$ cat config.mk
export PLATFORM = sky130hd
export DESIGN_NAME = xor_hpc2_pipe
export DESIGN_NICKNAME = d
export VERILOG_FILES = /design/src/rtl/xor_hpc2_pipe.sv
export SDC_FILE = /design/constraint.sdc
export NUM_CORES = 1
export LEC_CHECK = 0
export ABC_AREA = 1
export BUFFER_PORTS_ARGS = -buffer_cell sky130_fd_sc_hd__buf_2
export CORE_AREA = 10 10 47 49
export CTS_BUF_LIST = sky130_fd_sc_hd__clkbuf_8
export DETAILED_ROUTE_END_ITERATION = 6
export DIE_AREA = 0 0 57 59
export HOLD_SLACK_MARGIN = 0.03
export RECOVER_POWER = 100
export SETUP_SLACK_MARGIN = 0.5
export SLEW_MARGIN = 20
export SYNTH_ARGS = -nofsm -noshare
export SYNTH_HDL_FRONTEND = slang
export SYNTH_SLANG_ARGS = --single-unit
$ cat constraint.sdc
create_clock -name clk -period 1.4 [get_ports clk]
set_input_delay 0.28 -clock clk [delete_from_list [all_inputs] [get_ports clk]]
set_output_delay 0.28 -clock clk [all_outputs]
set_load 0.05 [all_outputs]
$ cat src/rtl/xor_hpc2_pipe.sv
// xor_hpc2_pipe: share-wise masked XOR (HPC2 linear gadget) with N shares of
// W bits each, followed by LAT elastic valid/ready register stages.
// Share i of the result depends only on share i of each operand. The linear
// gadget therefore never combines shares.
// Optional build macro XOR_HPC2_PIPE_REFRESH_EN adds an rnd port. With it set,
// stage 0 applies a ring refresh: r_i ^ r_{(i+1) mod N} is added to share i.
// The refresh needs LAT >= 1.
module xor_hpc2_pipe #(
    parameter int N   = 3,
    parameter int W   = 1,
    parameter int LAT = 1
) (
    input  logic           clk,
    input  logic           rst,
    input  logic [N*W-1:0] a,
    input  logic [N*W-1:0] b,
`ifdef XOR_HPC2_PIPE_REFRESH_EN
    input  logic [N*W-1:0] rnd,
`endif
    input  logic           in_valid,
    output logic           in_ready,
    output logic [N*W-1:0] c,
    output logic           out_valid,
    input  logic           out_ready
);

    if (N < 2 || LAT < 0 || LAT > 8) begin : g_bad_param
        $error("xor_hpc2_pipe: N must be >= 2 and LAT must be in 0..8");
    end

    // Share-wise combination. Each share only sees its own operand slices.
    // The refresh mask ring is the only place where two indices meet, and it
    // only touches fresh randomness.
    logic [N*W-1:0] mix;

    for (genvar i = 0; i < N; i++) begin : g_share
`ifdef XOR_HPC2_PIPE_REFRESH_EN
        assign mix[i*W +: W] = a[i*W +: W] ^ b[i*W +: W]
                             ^ rnd[i*W +: W] ^ rnd[((i+1)%N)*W +: W];
`else
        assign mix[i*W +: W] = a[i*W +: W] ^ b[i*W +: W];
`endif
    end

    if (LAT == 0) begin : g_comb
`ifdef XOR_HPC2_PIPE_REFRESH_EN
        $error("xor_hpc2_pipe: ring refresh requires LAT >= 1");
`endif
        // Pure pass-through. The clock is intentionally unused here.
        logic unused_clk;
        assign unused_clk = clk;
        assign c          = mix;
        assign out_valid  = in_valid;
        assign in_ready   = out_ready & ~rst;
    end else begin : g_pipe
        logic [LAT-1:0][N*W-1:0] data_p;
        logic [LAT-1:0]          vld_p;
        logic [LAT-1:0][N*W-1:0] up_data;
        logic [LAT-1:0]          up_vld;
        logic [LAT-1:0]          stage_ready;
        logic                    rdy_acc;

        // Ready ripples back from the output. An empty stage is always
        // ready, so bubbles collapse even while the output stalls.
        always_comb begin
            rdy_acc     = out_ready;
            stage_ready = '0;
            for (int k = LAT - 1; k >= 0; k--) begin
                rdy_acc        = ~vld_p[k] | rdy_acc;
                stage_ready[k] = rdy_acc;
            end
            up_vld[0]  = in_valid;
            up_data[0] = mix;
            for (int k = 1; k < LAT; k++) begin
                up_vld[k]  = vld_p[k-1];
                up_data[k] = data_p[k-1];
            end
        end

        // Stage k captures its upstream slot whenever it is ready.
        // Reset clears data as well, so no share value survives a reset.
        always_ff @(posedge clk) begin
            if (rst) begin
                vld_p  <= '0;
                data_p <= '0;
            end else begin
                for (int k = 0; k < LAT; k++) begin
                    if (stage_ready[k]) begin
                        vld_p[k]  <= up_vld[k];
                        data_p[k] <= up_data[k];
                    end
                end
            end
        end

        assign c         = data_p[LAT-1];
        assign out_valid = vld_p[LAT-1];
        assign in_ready  = stage_ready[0] & ~rst;
    end

endmodule

==> impl_metrics.ini, run 1 <==
[route]
drc = 0
routed_wl_um = 677
first_pass_iters = 4
drtAntennaViolNets = 0
num_vias = 267
wl_per_cell_um = 9.40
avgViaCountPerCell = 3.71
drt-initial-drc-count = 5

[die]
core_area_um2 = 1400
dieArea_um2 = 3360
dieHeight_um = 59
die_w_um = 57
start_util = 0.150
rows = 14
ios = 15

[timing]
fmax_mhz = 808
hold_viol = 0
setup_viol = 0
relSlewSlack = 0.661
final.setup.tns_ns = 0
rsz0062_at_grt = yes
finClkSkew_ns = 0.00410
fin_crit_sh = 0.884
slew_viol_final = 0
layout_min_cycle_time_ns = 1.24
worst_slack_ns = 0.162
worst_pin_slew_ns = 0.508

[final_layout]
diodes = 0
syn2layout_area_growth_pct = 92.3
drive_gt1_frac = 0.411
n_fill_cell = 166
fin_nets = 67

[yosys]
yosysMostFrequentCell = nor2_1
synthesis.area_um2 = 210
synth_warnings = 0
synth_top_area_frac = 0.381
yosys-top-cells-count = nor2_1, nand2_1, inv_1
syn_nets = 45
synth_area_leader_cell = dfxtp_1
synth.area.top_cells = dfxtp_1, nor2_1, nand2_1
ys_seq_area_frac = 0.381
avgSynthCellArea_um2 = 6.01
synth-edff-count = 0
ys_types = 7
synthFlopType = dfxtp_1
async_flop_share = 0
netlist_instances = 35
synth_seq_cells = 4

[worst_hold_path]
min_to = out_valid
whs_path_depth = 3
min_from = in_valid
hold_class = in -> reg

[clocking]
max-clock-path-buffers = 2
cts-htree-levels = 1
cts_buffers = 3
cts_sinks = 4
clock_latency_ns = 0.22
cts-root-buf = clkbuf_8
tritoncts = built
clk_pin_slew_ns = 0.03

[placed_design]
gp_congestion = 0.700
io_buffers = 14
place_ws_ns = 0.186
dp_hpwl_um = 530

[setup_path]
cp.arrival_ns = 0.96
rr_worst_depth = 5
critical_path_required_ns = 1.12
worst-path-max-fanout = 2
worstSetupPathType = reg -> out
reg2reg_from = out_valid
regToRegEndpoint = c[2]
cp-start-kind = flop
cp-end-kind = primary output
reg2reg_slack_ns = 0.47

[global_routing]
grt_antenna_before_repair = 0
grt_pass1_vias = 276
grt_use_total = 0.0450
grt_overflow = 0
grt_max_degree = 5
grt_pass1_wl_mm = 1.08

[power]
p_total_mw = 0.490
ir_drop_mv = 0.416
p_per_area_nw_per_um2 = 1210
leakagePower_nw = 0.256

[flow_run]
maxCapViolCount = 0

[run_status]
status = finished, final reports clean
[placed cells by master (no fill, tap or decap)]
master          synthesis  routed
buf_2                   0       9
nor2_4                  0       1
buf_4                   0       2
clkbuf_1                0       1
clkbuf_2                0       2
inv_1                   5       6
inv_4                   0       1
nor2_1                 12      11
dlymetal6s2s_1          0       2
nand2_1                 9      10
clkbuf_8                0       3
nand3b_1                3       3
dfxtp_2                 0       3
dfxtp_4                 0       1
buf_8                   0       1
[where the power goes]
part / leakage [nW] / total [mW] / switching (mW) / internal [mW]
Combinational: 0.194 / 0.112 / 0.0695 / 0.0422
Sequential: 0.0347 / 0.128 / 0.00386 / 0.124
Clock: 0.0269 / 0.250 / 0.0633 / 0.187
[sequential cells by signal, summed over array words and instances (netlist names)]
register / cells
c: 3
out_valid: 1
[layout make-up]
type                            count  area [µm²]  area share
Clock buffer                        3        41.3       0.102
Tap cell                           16        20.0      0.0495
Clock inverter                      1        3.75     0.00929
Inverter                            6        25.0      0.0619
Multi-Input combinational cell     25         113       0.279
Timing Repair Buffer               17         114       0.282
Sequential cell                     4        87.6       0.217
[stage by stage]
stage	cells	cell area (µm²)	hold WS (ns)	util
2_1_floorplan	35	230	0.343	-
3_3_place_gp	65	320	0.495	0.229
3_5_place_dp	65	320	0.496	0.229
4_1_cts	72	440	0.266	0.314
5_1_grt	72	404	0.283	0.288
6_report	72	404	0.268	0.288
[worst max-delay path, stage by stage (launching register included)]
cell and delay [ns]:
dfxtp_4 0.33, nand2_1 0.12, inv_4 0.05, nor2_4 0.08
buf_8 0.15
[worst max-delay path by stage]
stage	startpoint	to	slack, ns
global route	out_valid	in_ready	0.14
finish	out_valid	in_ready	0.16
detailed placement	out_ready	in_ready	0.19
floorplan	out_valid	in_ready	0.32
CTS	out_valid	in_ready	0.22
global placement	out_ready	in_ready	0.19
[routing by layer]
layer,track usage,up-vias,wire [µm]
li1,-,143,-
met1,0.0321,108,235
met2,0.0620,12,318
met3,0.0472,4,99
met4,0.0503,0,24
met5,0,-,0
[cell families (layout without fill, tap and decap cells)]
logic type	after synthesis	count (layout)	synth area share
simple gates	25	25	0.512
buf+inv	6	27	0.107
flops	4	4	0.381
[timing repair]
action,4_1_cts,5_1_grt
hold buffers,0,0
pin swaps,1,0
buffers inserted,3,0
hold endpoints to repair,0,0
endpoints found under the setup margin,5,5
resized for setup,16,0
cloned,0,0
No activity file was read; power rests on OpenSTA's default activity.
==> inputs of run 2 (changes only) <==
- BUFFER_PORTS_ARGS: -buffer_cell sky130_fd_sc_hd__buf_2 -> -buffer_cell sky130_fd_sc_hd__clkbuf_2
==> run 2 against run 1 <==
  * Core utilization grew 1.4 points
  * First-iteration DRC count grew 20%
  * Global-route usage shrank 0.27 points
  * Clock power is essentially flat
  * Critical endpoint is now c[1]
  * Largest cell class unchanged
==> impl_metrics.ini, run 2 (synthesis gave the netlist of run 1 again) <==
[run_status]
status = finished, final reports clean

[final_layout]
largest_register_ffs = 3
fin_nets = 67
drive_gt1_frac = 0.357
diodes = 0
mostFrequentLayoutCells = nor2_1, nand2_1, clkbuf_2
n_fill_cell = 163
syn2layout_area_growth_pct = 102
final_common_cell = nor2_1

[power]
p_total_mw = 0.497
p_per_area_nw_per_um2 = 1170
leakagePower_nw = 0.274
ir_drop_mv = 0.337

[setup_path]
cp.arrival_ns = 0.94
cp_num_cells = 1
cp-start-kind = flop
cp_slowest_cell = dlymetal6s2s_1
crit_start = c[1]
critical_path_required_ns = 1.12
cp_top_family = buffers and inverters
cp-end-kind = primary output
reg2reg_from = out_valid
rr_worst_depth = 5
worst-path-max-fanout = 2
endpoint = c[1]
cpPeakStageDelay_ns = 0.42
path_cells = dlymetal6s2s_1
worstSetupPathType = reg -> out
regToRegEndpoint = c[2]
reg2reg_slack_ns = 0.47
worst-path-buf-inv = 1

[global_routing]
grt_pass1_vias = 273
grt_use_total = 0.0423
grt_pass1_wl_mm = 1.06
grt_overflow = 0
grt_max_degree = 5
grt_antenna_before_repair = 0

[route]
routed_wl_um = 652
first_pass_iters = 4
num_vias = 262
avgViaCountPerCell = 3.64
drt-initial-drc-count = 6
wl_per_cell_um = 9.06
drc = 0
drtAntennaViolNets = 0

[die]
ios = 15
start_util = 0.150
core_area_um2 = 1400
dieArea_um2 = 3360
rows = 14
die_w_um = 57
dieHeight_um = 59

[placed_design]
io_buffers = 14
place_ws_ns = 0.172
gp_congestion = 0.704

[timing]
layout_min_cycle_time_ns = 1.22
hold_viol = 0
setup_viol = 0
rsz0062_at_grt = yes
worst_pin_slew_ns = 0.512
worst_hold_slack_ns = 0.284
final.setup.tns_ns = 0
fmax_mhz = 817
fin_crit_sh = 0.875
slew_viol_final = 0
relSlewSlack = 0.658
finClkSkew_ns = 0.00372
worst_slack_ns = 0.176

[clocking]
cts-htree-levels = 1
cts_sinks = 4
clock_latency_ns = 0.22
cts_buffers = 3
max-clock-path-buffers = 2
cts-root-buf = clkbuf_8
clk_pin_slew_ns = 0.03
tritoncts = built

[worst_hold_path]
hold_class = in -> reg
whs_path_depth = 3

[flow_run]
maxCapViolCount = 0
==> run 2: cell types whose count changed in the layout (fill, tap and decap cells not counted), sizes merged <==
cell / before / now
clkbuf: 6 / 15
buf: 12 / 2
dlymetal6s2s: 2 / 3
==> run 2: worst min-delay path by stage <==
| stage | startpoint | to | slack (ns) |
|---|---|---|---|
| 2_1_floorplan | rst | out_valid | 0.34 |
| 3_3_place_gp | in_valid | out_valid | 0.50 |
| 3_5_place_dp | rst | out_valid | 0.51 |
| 4_1_cts | rst | out_valid | 0.28 |
| 5_1_grt | rst | out_valid | 0.31 |
| 6_report | in_valid | out_valid | 0.28 |
==> run 2: timing repair <==
item                       CTS  global route
hold buffers                 0             0
resized for setup           15             1
setup endpoints to repair    5             8
gates cloned                 0             0
setup buffers                3             0
pin swaps                    1             3
==> run 2: report_power, final <==
part | switching [mW] | total [mW] | leakage (nW) | internal, mW
sequential | 0.00326 | 0.128 | 0.0342 | 0.125
combinational | 0.0709 | 0.121 | 0.213 | 0.0498
clock | 0.0610 | 0.248 | 0.0269 | 0.187
==> run 2: stage by stage <==
stage,area (µm²),cells,utilization
floorplan,230,35,-
global placement,320,65,0.229
detailed placement,320,65,0.229
CTS,479,72,0.342
global route,424,72,0.303
finish,424,72,0.303
==> run 2: cell type report <==
| class | instances | area [µm²] | area share |
|---|---|---|---|
| Clock buffer | 3 | 41.3 | 0.0973 |
| Clock inverter | 1 | 3.75 | 0.00885 |
| Inverter | 6 | 25.0 | 0.0590 |
| Multi-Input combinational cell | 25 | 113 | 0.265 |
| Sequential cell | 4 | 83.8 | 0.198 |
| Tap cell | 16 | 20.0 | 0.0472 |
| Timing Repair Buffer | 17 | 138 | 0.324 |
==> run 2: layer usage <==
layer	global-route usage	up-vias	wire length (µm)
li1	-	144	-
met1	0.0355	106	276
met2	0.0636	10	303
met3	0.0322	2	53
met4	0.0403	0	19
met5	0	-	0
==> inputs of run 3 (changes only) <==
- CELL_PAD_IN_SITES_DETAIL_PLACEMENT: unset -> 1
- CELL_PAD_IN_SITES_GLOBAL_PLACEMENT: unset -> 1
- PLACE_DENSITY_LB_ADDON: unset -> 0.1
==> run 3 against run 2 <==
  * First-iteration DRC count shrank 100%
  * Clock power up 8.1%
  * Global-route usage increased by 1.8 points
  * Die area unchanged
  * Wire length increased by 36%
  * Design area is 3.8% higher
  * Hold slack got worse by 0.010 ns
  * Largest cell class unchanged
  * Clock-buffer cell count unchanged
  * Register-to-register slack got worse by 0.04 ns
  * Total power is 5.5% higher
==> impl_metrics.ini, run 3 (synthesis gave the netlist of run 1 again) <==
[run_status]
status = finished, final reports clean

[die]
rows = 14
die_w_um = 57
dieArea_um2 = 3360
dieHeight_um = 59
start_util = 0.150
core_area_um2 = 1400
ios = 15

[route]
num_vias = 287
routed_wl_um = 884
first_pass_iters = 1
wl_per_cell_um = 11.9
drtAntennaViolNets = 0
drc = 0
drt-initial-drc-count = 0
avgViaCountPerCell = 3.88

[power]
p_int_mw = 0.366
p_per_area_nw_per_um2 = 1190
sw_frac_of_total = 0.302
seqPwrFrac = 0.247
p_comb_frac = 0.242
ir_drop_mv = 0.473
clkPwrFrac = 0.511
p_total_mw = 0.525
leakagePower_nw = 0.283
power.switching_mw = 0.158

[timing]
worst_pin_slew_ns = 0.514
relSlewSlack = 0.657
rsz0062_at_grt = yes
final.setup.tns_ns = 0
fmax_mhz = 802
hold_viol = 0
slew_viol_final = 0
layout_min_cycle_time_ns = 1.25
fin_crit_sh = 0.890
setup_viol = 0
finClkSkew_ns = 0.00778
worst_hold_slack_ns = 0.274

[setup_path]
endpoint = c[1]
rr_worst_depth = 5
reg2reg_from = out_valid
reg2reg_slack_ns = 0.43
regToRegEndpoint = c[1]
cp_slowest_cell = dlymetal6s2s_1
crit_start = c[1]
worst-path-buf-inv = 1
cpPeakStageDelay_ns = 0.42
cp.arrival_ns = 0.97
cp-end-kind = primary output
worst-path-max-fanout = 2
cp_num_cells = 1
path_cells = dlymetal6s2s_1
worstSetupPathType = reg -> out
cp_top_family = buffers and inverters
critical_path_required_ns = 1.12
cp-start-kind = flop

[final_layout]
largest_register_ffs = 3
drive_gt1_frac = 0.414
syn2layout_area_growth_pct = 110
finalNonFillerCells = 74
final_common_cell = nor2_1
diodes = 0
mostFrequentLayoutCells = nor2_1, clkbuf_2, nand2_1
fin_nets = 69

[global_routing]
grt_use_total = 0.0606
grt_pass1_wl_mm = 1.49
grt_pass1_vias = 329
grt_overflow = 0
grt_max_degree = 5
grt_antenna_before_repair = 0

[clocking]
tritoncts = built
cts_sinks = 4
max-clock-path-buffers = 2
cts_buffers = 3
cts-htree-levels = 1
cts_hold_buf = 0
cts-root-buf = clkbuf_8
clock_latency_ns = 0.23
clk_pin_slew_ns = 0.04

[placed_design]
dpl.cell_count = 65
gp_congestion = 0.727
dp_hpwl_um = 623
io_buffers = 14

[worst_hold_path]
hold_class = in -> reg
whs_path_depth = 3

[flow_run]
maxCapViolCount = 0
## run 3: changes by cell type in the layout (fill, tap and decap cells not counted)
| cell | delta |
|---|---|
| inv_1 | +1 |
| nand2_1 | -1 |
| dlymetal6s2s_1 | -1 |
| nand2_4 | +1 |
| clkbuf_2 | +1 |
| clkbuf_1 | -1 |
| inv_4 | -1 |
| buf_4 | +2 |
| clkbuf_4 | +1 |
## run 3: how the worst min path moves through the flow
stage / from / end / slack (ns)
final: in_valid / out_valid / 0.27
after floorplan: rst / out_valid / 0.34
after global routing: rst / out_valid / 0.29
after CTS: in_valid / out_valid / 0.27
after detailed placement: in_valid / out_valid / 0.51
after global placement: in_valid / out_valid / 0.49
## run 3: layout make-up
| class | count | area [µm²] |
|---|---|---|
| clock buffer | 3 | 41.3 |
| clock inverter | 1 | 3.75 |
| fill | 187 | 961 |
| inverter | 6 | 22.5 |
| multi-input combinational | 25 | 120 |
| sequential | 4 | 83.8 |
| tap | 16 | 20.0 |
| timing repair buffer | 19 | 149 |
## run 3: repair_timing
action / in CTS / in global routing
cloned: 0 / 0
endpoints found under the hold margin: 0 / 0
gates resized for setup: 15 / 1
setup endpoints to repair: 5 / 8
buffers inserted: 5 / 0
pin swaps: 1 / 2
## run 3: power groups by stage
stage | Clock (mW) | Combinational, mW | Sequential, mW
2_1_floorplan | 0 | 0.0377 | 0.162
3_3_place_gp | 0 | 0.0983 | 0.133
3_5_place_dp | 0 | 0.0989 | 0.133
4_1_cts | 0.276 | 0.149 | 0.132
5_1_grt | 0.284 | 0.137 | 0.131
6_report | 0.268 | 0.127 | 0.130
## run 3: per-stage QoR
stage	utilization	worst slack (ns)	cell area [µm²]
global route	0.314	0.110	440
floorplan	-	0.318	230
detailed placement	0.229	0.156	320
global placement	0.229	0.187	320
finish	0.314	0.153	440
CTS	0.353	0.192	494
## run 3: layer usage
layer	share of wire	global-route usage	wire, µm
met1	0.36	0.0501	322
met2	0.51	0.0961	452
met3	0.11	0.0515	93
met4	0.017	0.0403	15
met5	0	0	0
